$ cat src/rtl/c7bbiu_ird.sv
// ---------------------------------------------------------------------------
// c7bbiu_ird -- instruction read port of the bus interface unit.
//
// Sits below the instruction cache miss path. It takes one linefill (4 x 64b)
// or single-beat read request at a time and issues it as an AXI4 INCR read
// burst. The returned beats go back to the cache with valid/last/fault
// qualifiers. Only one transaction is in flight, and the cache never
// backpressures the beat return.
//
// Optional feature (compile-time macro):
//   C7B_BIU_RDATA_REG_EN  register the R-channel beat (data, last, fault)
//                         before it is presented to the cache. This adds one
//                         cycle of beat latency and holds off the next ack
//                         until the registered last beat has been output.
//                         When undefined, beats pass straight through.
//
// Parameters:
//   AXI_ID              constant driven on arid
//
// Ports:
//   clk, resetn         clock, asynchronous active-low reset
//   icu_biu_req         cache read request (held until acked)
//   icu_biu_addr        doubleword address [31:3]
//   icu_biu_single      1 = single beat, 0 = 4-beat linefill
//   biu_icu_ack         request accepted (combinational while idle)
//   biu_icu_data_valid  beat valid
//   biu_icu_data_last   final beat (qualified by valid)
//   biu_icu_data        beat data
//   biu_icu_fault       beat error (qualified by valid)
//   ar*                 AXI4 read address channel (master side)
//   r*                  AXI4 read data channel (master side)
// ---------------------------------------------------------------------------
module c7bbiu_ird #(
  parameter logic [3:0] AXI_ID = 4'h0
) (
  input  logic        clk,
  input  logic        resetn,
  // cache side
  input  logic        icu_biu_req,
  input  logic [28:0] icu_biu_addr,
  input  logic        icu_biu_single,
  output logic        biu_icu_ack,
  output logic        biu_icu_data_valid,
  output logic        biu_icu_data_last,
  output logic [63:0] biu_icu_data,
  output logic        biu_icu_fault,
  // AXI4 read address channel
  output logic [3:0]  arid,
  output logic [31:0] araddr,
  output logic [7:0]  arlen,
  output logic [2:0]  arsize,
  output logic [1:0]  arburst,
  output logic        arvalid,
  input  logic        arready,
  // AXI4 read data channel
  input  logic [63:0] rdata,
  input  logic [1:0]  rresp,
  input  logic        rlast,
  input  logic        rvalid,
  output logic        rready
);

  typedef enum logic [1:0] {
    IDLE = 2'd0,
    ADDR = 2'd1,
    DATA = 2'd2
  } state_e;

  state_e      state_q;
  logic [28:0] addr_q;
  logic [7:0]  arlen_q;
  logic [1:0]  beat_cnt_q;
  logic        arvalid_q;
  logic        rready_q;

  logic        beat_hs;
  logic        beat_fault;
  logic        ack_blk;
  // Only rresp[1] distinguishes an error response; OKAY/EXOKAY are both fine.
  logic        rresp_lo_unused;

  assign rresp_lo_unused = rresp[0];

  // ---------------------------------------------------------------------
  // Fixed and registered AR channel fields
  // ---------------------------------------------------------------------
  assign arid    = AXI_ID;
  assign arsize  = 3'b011;
  assign arburst = 2'b01;
  assign araddr  = {addr_q, 3'b000};
  assign arlen   = arlen_q;
  assign arvalid = arvalid_q;
  assign rready  = rready_q;

  // ---------------------------------------------------------------------
  // Beat qualification
  // ---------------------------------------------------------------------
  // rready is only high in DATA, so any rvalid outside DATA is ignored.
  assign beat_hs = rvalid & rready_q;

  // A beat is faulted on an error response, or when rlast shows up on a
  // beat other than the one the burst length predicts (short or long burst).
  assign beat_fault = rresp[1] | (rlast & (beat_cnt_q != arlen_q[1:0]));

  // Ack is combinational in IDLE; the cache holds req until it sees it.
  assign biu_icu_ack = icu_biu_req & (state_q == IDLE) & ~ack_blk;

  // ---------------------------------------------------------------------
  // Control FSM with registered AR/R handshake outputs
  // ---------------------------------------------------------------------
  always_ff @(posedge clk or negedge resetn) begin
    if (!resetn) begin
      state_q    <= IDLE;
      addr_q     <= '0;
      arlen_q    <= '0;
      beat_cnt_q <= '0;
      arvalid_q  <= 1'b0;
      rready_q   <= 1'b0;
    end else begin
      case (state_q)
        IDLE: begin
          if (biu_icu_ack) begin
            // Address and size are sampled only here.
            addr_q     <= icu_biu_addr;
            arlen_q    <= icu_biu_single ? 8'd0 : 8'd3;
            beat_cnt_q <= '0;
            arvalid_q  <= 1'b1;
            state_q    <= ADDR;
          end
        end
        ADDR: begin
          // AR fields come from registers and hold until the handshake.
          if (arready) begin
            arvalid_q <= 1'b0;
            rready_q  <= 1'b1;
            state_q   <= DATA;
          end
        end
        DATA: begin
          // Faulted bursts are still drained to rlast; the beat counter
          // simply wraps if the slave overruns a linefill.
          if (beat_hs) begin
            beat_cnt_q <= beat_cnt_q + 2'd1;
            if (rlast) begin
              rready_q <= 1'b0;
              state_q  <= IDLE;
            end
          end
        end
        default: begin
          arvalid_q <= 1'b0;
          rready_q  <= 1'b0;
          state_q   <= IDLE;
        end
      endcase
    end
  end

  // ---------------------------------------------------------------------
  // Beat return path
  // ---------------------------------------------------------------------
`ifdef C7B_BIU_RDATA_REG_EN
  logic        vld_q;
  logic        last_q;
  logic        fault_q;
  logic [63:0] data_q;

  always_ff @(posedge clk or negedge resetn) begin
    if (!resetn) begin
      vld_q   <= 1'b0;
      last_q  <= 1'b0;
      fault_q <= 1'b0;
      data_q  <= '0;
    end else begin
      vld_q   <= beat_hs;
      last_q  <= beat_hs & rlast;
      fault_q <= beat_hs & beat_fault;
      if (beat_hs) data_q <= rdata;
    end
  end

  assign biu_icu_data_valid = vld_q;
  assign biu_icu_data_last  = last_q;
  assign biu_icu_fault      = fault_q;
  assign biu_icu_data       = data_q;

  // The FSM is already back in IDLE while the registered last beat is still
  // on its way out; hold the next ack until that beat has been presented.
  assign ack_blk = last_q;
`else
  // Straight pass-through in the handshake cycle. Data is zeroed when no
  // beat is delivered so the cache never sees stale bus data.
  assign biu_icu_data_valid = beat_hs;
  assign biu_icu_data_last  = beat_hs & rlast;
  assign biu_icu_fault      = beat_hs & beat_fault;
  assign biu_icu_data       = beat_hs ? rdata : 64'd0;

  assign ack_blk = 1'b0;
`endif

endmodule

$ cat config.mk
export PLATFORM = sky130hd
export DESIGN_NAME = c7bbiu_ird
export DESIGN_NICKNAME = d
export VERILOG_FILES = /design/src/rtl/c7bbiu_ird.sv
export SDC_FILE = /design/constraint.sdc
export NUM_CORES = 1
export LEC_CHECK = 0
export ABC_AREA = 0
export CAP_MARGIN = 20
export CORE_ASPECT_RATIO = 0.6
export CORE_MARGIN = 5
export CORE_UTILIZATION = 29
export DETAILED_ROUTE_END_ITERATION = 8
export HOLD_SLACK_MARGIN = 0.05
export PLACE_DENSITY_LB_ADDON = 0.05
export SETUP_SLACK_MARGIN = 0.05
export SYNTH_ARGS = -nofsm -noshare
export SYNTH_HDL_FRONTEND = slang
export SYNTH_SLANG_ARGS = --single-unit
$ cat constraint.sdc
create_clock -name clk -period 1.8 [get_ports clk]
set_input_delay 0.18 -clock clk [delete_from_list [all_inputs] [get_ports clk]]
set_output_delay 0.18 -clock clk [all_outputs]
set_load 0.005 [all_outputs]
Word level (Yosys, flattened, before mapping)
Index checks and enable logic that the tools add are counted.

storage, ports and cells
  register bits = 43
  input bits = 102
  output and inout port bits = 119
  word-level logic and storage cells = 46

operators by class
  add/sub/neg operators = 1
  eq/ne operators = 7
  mux-type cells = 17
  bitwise gates (word level) = 8
  reductions and logical operators = 7

operators with widths
  operator               count
  $mux W64               1
  $mux W2                7
  $ne A2 B2 Y1 const B   4
  $reduce_and A4 Y1      2
  $pmux W1 S3            2
  $pmux W2 S3            1
  $reduce_and A3 Y1      2
  $and A1 B1 Y1          5
  $mux W1                5
  $pmux W2 S2            1
  $add A2 B1 Y2 const B  1
  $eq A2 B1 Y1 const B   1
  $eq A2 B2 Y1 const B   1
  $logic_not A2 Y1       1
  $ne A2 B2 Y1           1
  $not A1 Y1             2
  $reduce_and A2 Y1      1
  $reduce_bool A2 Y1     1
  $or A1 B1 Y1           1

Longest topological paths before layout
  depth in word-level cells = 4
  depth in mapped cells = 4
  gate-level depth less buffers = 3

Least setup slack after synthesis
No wires, ideal clock.

  path type = register to register
  start point = register state_q[1]
  end point = register addr_q[10]
  library setup time = 0.125 ns
  arrival = 1.214 ns
  data required time = 1.675 ns
  slack = 0.461 ns
  stages on the path, launching flop included = 4
  path buffers = 1
  period minus slack after synthesis = 1.339 ns
  cell sequence = dfrtp_1 nor3b_4 buf_6 mux2_2

on the way
  word-level cells in the longest chain between the ends = 3

RTL lines
  item                                line  text
  start, declared                     69    state_e state_q;
  start signal, assigned              113   state_q <= IDLE;
  start signal, assigned              128   state_q <= ADDR;
  start signal, assigned              136   state_q <= DATA;
  $logic_not A2 Y1                    106   assign biu_icu_ack = icu_biu_req & (state_q == IDLE) & ~ack_blk;
  $and A1 B1 Y1                       106
  via biu_icu_ack                     42    output logic biu_icu_ack,
  $reduce_and A2 Y1 (no source line)  -
  end signal, assigned                124   addr_q <= icu_biu_addr;
  end, declared                       70    logic [28:0] addr_q;

The timed path passes the listed nets, and every way through them passes these cells.
A chain may end at the register's enable or synchronous reset.

Worst setup path in the final report
  start point = register rready_q (netlist: rready)
  end point = output biu_icu_data[2]

on the way
  word-level cells in the longest chain between the ends = 2

RTL lines
  item                    line  text
  start, declared         74    logic rready_q;
  start signal, assigned  118   rready_q <= 1'b0;
  start signal, assigned  135   rready_q <= 1'b1;
  start signal, assigned  145   rready_q <= 1'b0;
  $and A1 B1 Y1           99    assign beat_hs = rvalid & rready_q;
  $mux W64                196   assign biu_icu_data = beat_hs ? rdata : 64'd0;
  end, declared           45    output logic [63:0] biu_icu_data,

No other way between the ends.

==> summary.md <==
| Metric | Value |
|---|---|
| Status | complete, no violations |
| Avg Synthesized Cell Area | 10.44 sq um |
| CP required | 1620 ps |
| Via density | 4.437 |
| Number of diodes | 0 |
| Total CTS buffers | 5 |
| Seq cells post-synth | 36 |
| Post-layout util | 65.81% |
| Met3 Use GR | 6.751% |
| FFs w/ async S/R, synth | 100.0% |
| R2R Setup Slk | 150 ps |
| Met2 usage | 32.52% |
| Core area | 6792 sq um |
| Number of flops mapped to enable cells by yosys | 0 |
| Most frequent cell after synthesis | and3_1 |
| GRT Resource Usage Total | 18.34% |
| Final setup TNS | 0 ps |
| Share of post-route cells with drive strength above 1 | 15.78% |
| Fin crit share | 96.94% |
| TritonCTS clock tree | built |
| Worst vdd ir | 0.0007084 V |
| Critical Path Source Type | flop |
| Antenna viol nets, final | 0 |
| PwrDens | 1183 nW/um^2 |
| Tmin final | 1745 ps |
| Initial Utilization | 30.43% |
| Commonest cells in the netlist | and3_1, dfrtp_1, mux2_2 |
| Clock network latency to the later pin of the worst-skew pair | 270 ps |
| Max-slew violations | 0 |
| Initial antenna violation count | 0 |
| Synth-to-layout area growth | 116.2% |
| Reg2Reg Depth | 5 |
| Synth area leader | dfrtp_1 |
| P_leak | 2.440 nW |
| Nets | 513 |
| CP Max Fanout | 17 |
| Register area share after synthesis | 43.58% |
| Worst Hold Class | in -> async |
| Final Worst Setup Slack | 55.12 ps |
| Layer with the highest usage | met2 |
| Pre-CTS WS | -91.84 ps |
| RSZ-0062 raised after global routing | true |
| Actual slew at the worst max-slew pin | 535.1 ps |
| H-tree Lvls | 2 |
| Total congestion overflow | 0 |
| Drt initial violations | 59 |
| Hpwl dp | 6563 um |
| Worst Setup End Kind | primary output |
| Slew margin rel. | 64.33% |
| Max clock buf depth | 2 |
| Final setup fails | 0 |
| Top cells by area, synth | dfrtp_1, and3_1, mux2_2 |
| Drt drc | 0 |
| Die X | 119.0 um |
| Syn. warnings | 0 |
| Pin count of the biggest net entering global routing | 33 |
| Count of final hold-check violations | 0 |
| GP Congestion | 0.8099 |
| WL final | 8472 um |
| FMAX | 573.1 MHz |
| Most used DFF post-synth | dfrtp_1 |
| Wirelength per Cell | 16.98 um |
| Sink Count | 36 |
| Die H | 75.40 um |
| Share of the synthesized area in the top cell type | 43.58% |
| MaxCap Viol Count | 0 |
| First-pass iteration count of the detailed router | 4 |
| Multi-input logic area | 979.7 sq um |
| Worst Skew | 1.611 ps |
| Synthesized area | 2067 sq um |
| IO buf count | 201 |
| Setup Crit Path Kind | reg -> out |
| Clock root buffer | clkbuf_16 |
| Worst hold margin | 425.2 ps |
| Sequential Area | 903.4 sq um |
| R2r startpoint | state_q[1] |
| Fillers | 572 |
| Worst-path clk slew | 50 ps |
| Vias in the first global route | 2302 |
| Total die area | 8971 sq um |
| Worst reg2reg endpoint | addr_q[15] |
| GR Util met1 | 21.62% |
| Distinct cells, synth | 25 |
| Mapped Cells | 198 |
| IO Count | 221 |
| First-pass GRT wire length | 12830 um |
| CP arrival | 1560 ps |
| # rows | 23 |
| Via count | 2214 |
-- sequential cells by signal, indices dropped and copies added (netlist names) --
signal	cells
addr_q	29
beat_cnt_q	2
state_q	2
arlen	1
arvalid	1
rready	1
-- cell usage in the layout (no fill, tap or decap), drive strengths merged --
cell           Yosys  routed
inv                2       2
nand3b             1       1
clkbuf            12       8
nor3b              1       1
o21ai              3       3
or3                1       1
conb               2      18
bufbuf             0       1
dlymetal6s2s       0      17
a21oi              2       2
mux2i              2       2
clkdlybuf4s15      0      12
clkdlybuf4s50      0     133
buf               25      25
and3              65      65
a211oi             1       1
and2               1       1
nand3              3       3
o31ai              1       1
a32o               1       1
nand2              3       3
dlygate4sd2        0      38
dlygate4sd3        0       1
nor2               4       4
o21bai             1       1
a22o               1       1
dfrtp             36      36
mux2              30      30
-- what timing repair did --
item / in CTS / in global routing
buffers inserted: 5 / 2
hold endpoints to repair: 22 / 0
pin swaps: 0 / 1
resized for setup: 56 / 30
hold buffers: 1 / 0
endpoints found under the setup margin: 68 / 20
gates cloned: 2 / 0
-- logic make-up after synthesis --
logic type      synth area share (%)
mux                            17.31
flops                          43.58
buf+inv                        11.92
other cells                   0.3633
compound gates                 3.269
simple gates                   23.55
-- metal layers --
metal	routed length, um	vias up
li1	-	1084
met1	3457	1020
met2	4200	98
met3	686	12
met4	128	0
met5	0	-
-- where the power goes --
part	internal (mW)	switching [mW]	leakage [nW]	total [mW]
clock network	0.551	0.303	0.0712	0.855
registers	1.22	0.231	0.423	1.45
logic	1.98	0.994	1.95	2.98
-- worst max-delay path by stage --
stage / end / depth (start not counted) / slack, ps / start
2_1_floorplan: addr_q[10] / 3 / 460 / state_q[1]
3_3_place_gp: biu_icu_data[59] / 4 / -70 / rvalid
3_5_place_dp: biu_icu_data[57] / 4 / -90 / rvalid
4_1_cts: biu_icu_data[19] / 3 / 40 / rready
5_1_grt: biu_icu_data[0] / 5 / 2 / rready
6_report: biu_icu_data[2] / 5 / 60 / rready
-- metrics by stage --
step           power, mW  instance area [sq um]  instances
4_1_cts            5.328                   4392        497
3_3_place_gp       4.295                   4174        481
2_1_floorplan      2.561                   2127        214
3_5_place_dp       4.345                   4174        481
6_report           5.285                   4469        499
5_1_grt            5.651                   4469        499
-- critical path: stages, from the launching register on --
cell and delay (ps):
dfrtp_2 460, buf_4 160, buf_6 110, buf_12 130, and3_1 160, dlygate4sd2_1 270
-- area by class of cell --
type                    count  area share (%)
clock buffers               8           3.275
repair buffers            227           51.99
flip-flops and latches     36           20.21
inverters                   2          0.1680
multi-input cells         139           21.92
well taps                  87           2.436
(Power assumes the default switching activity.)
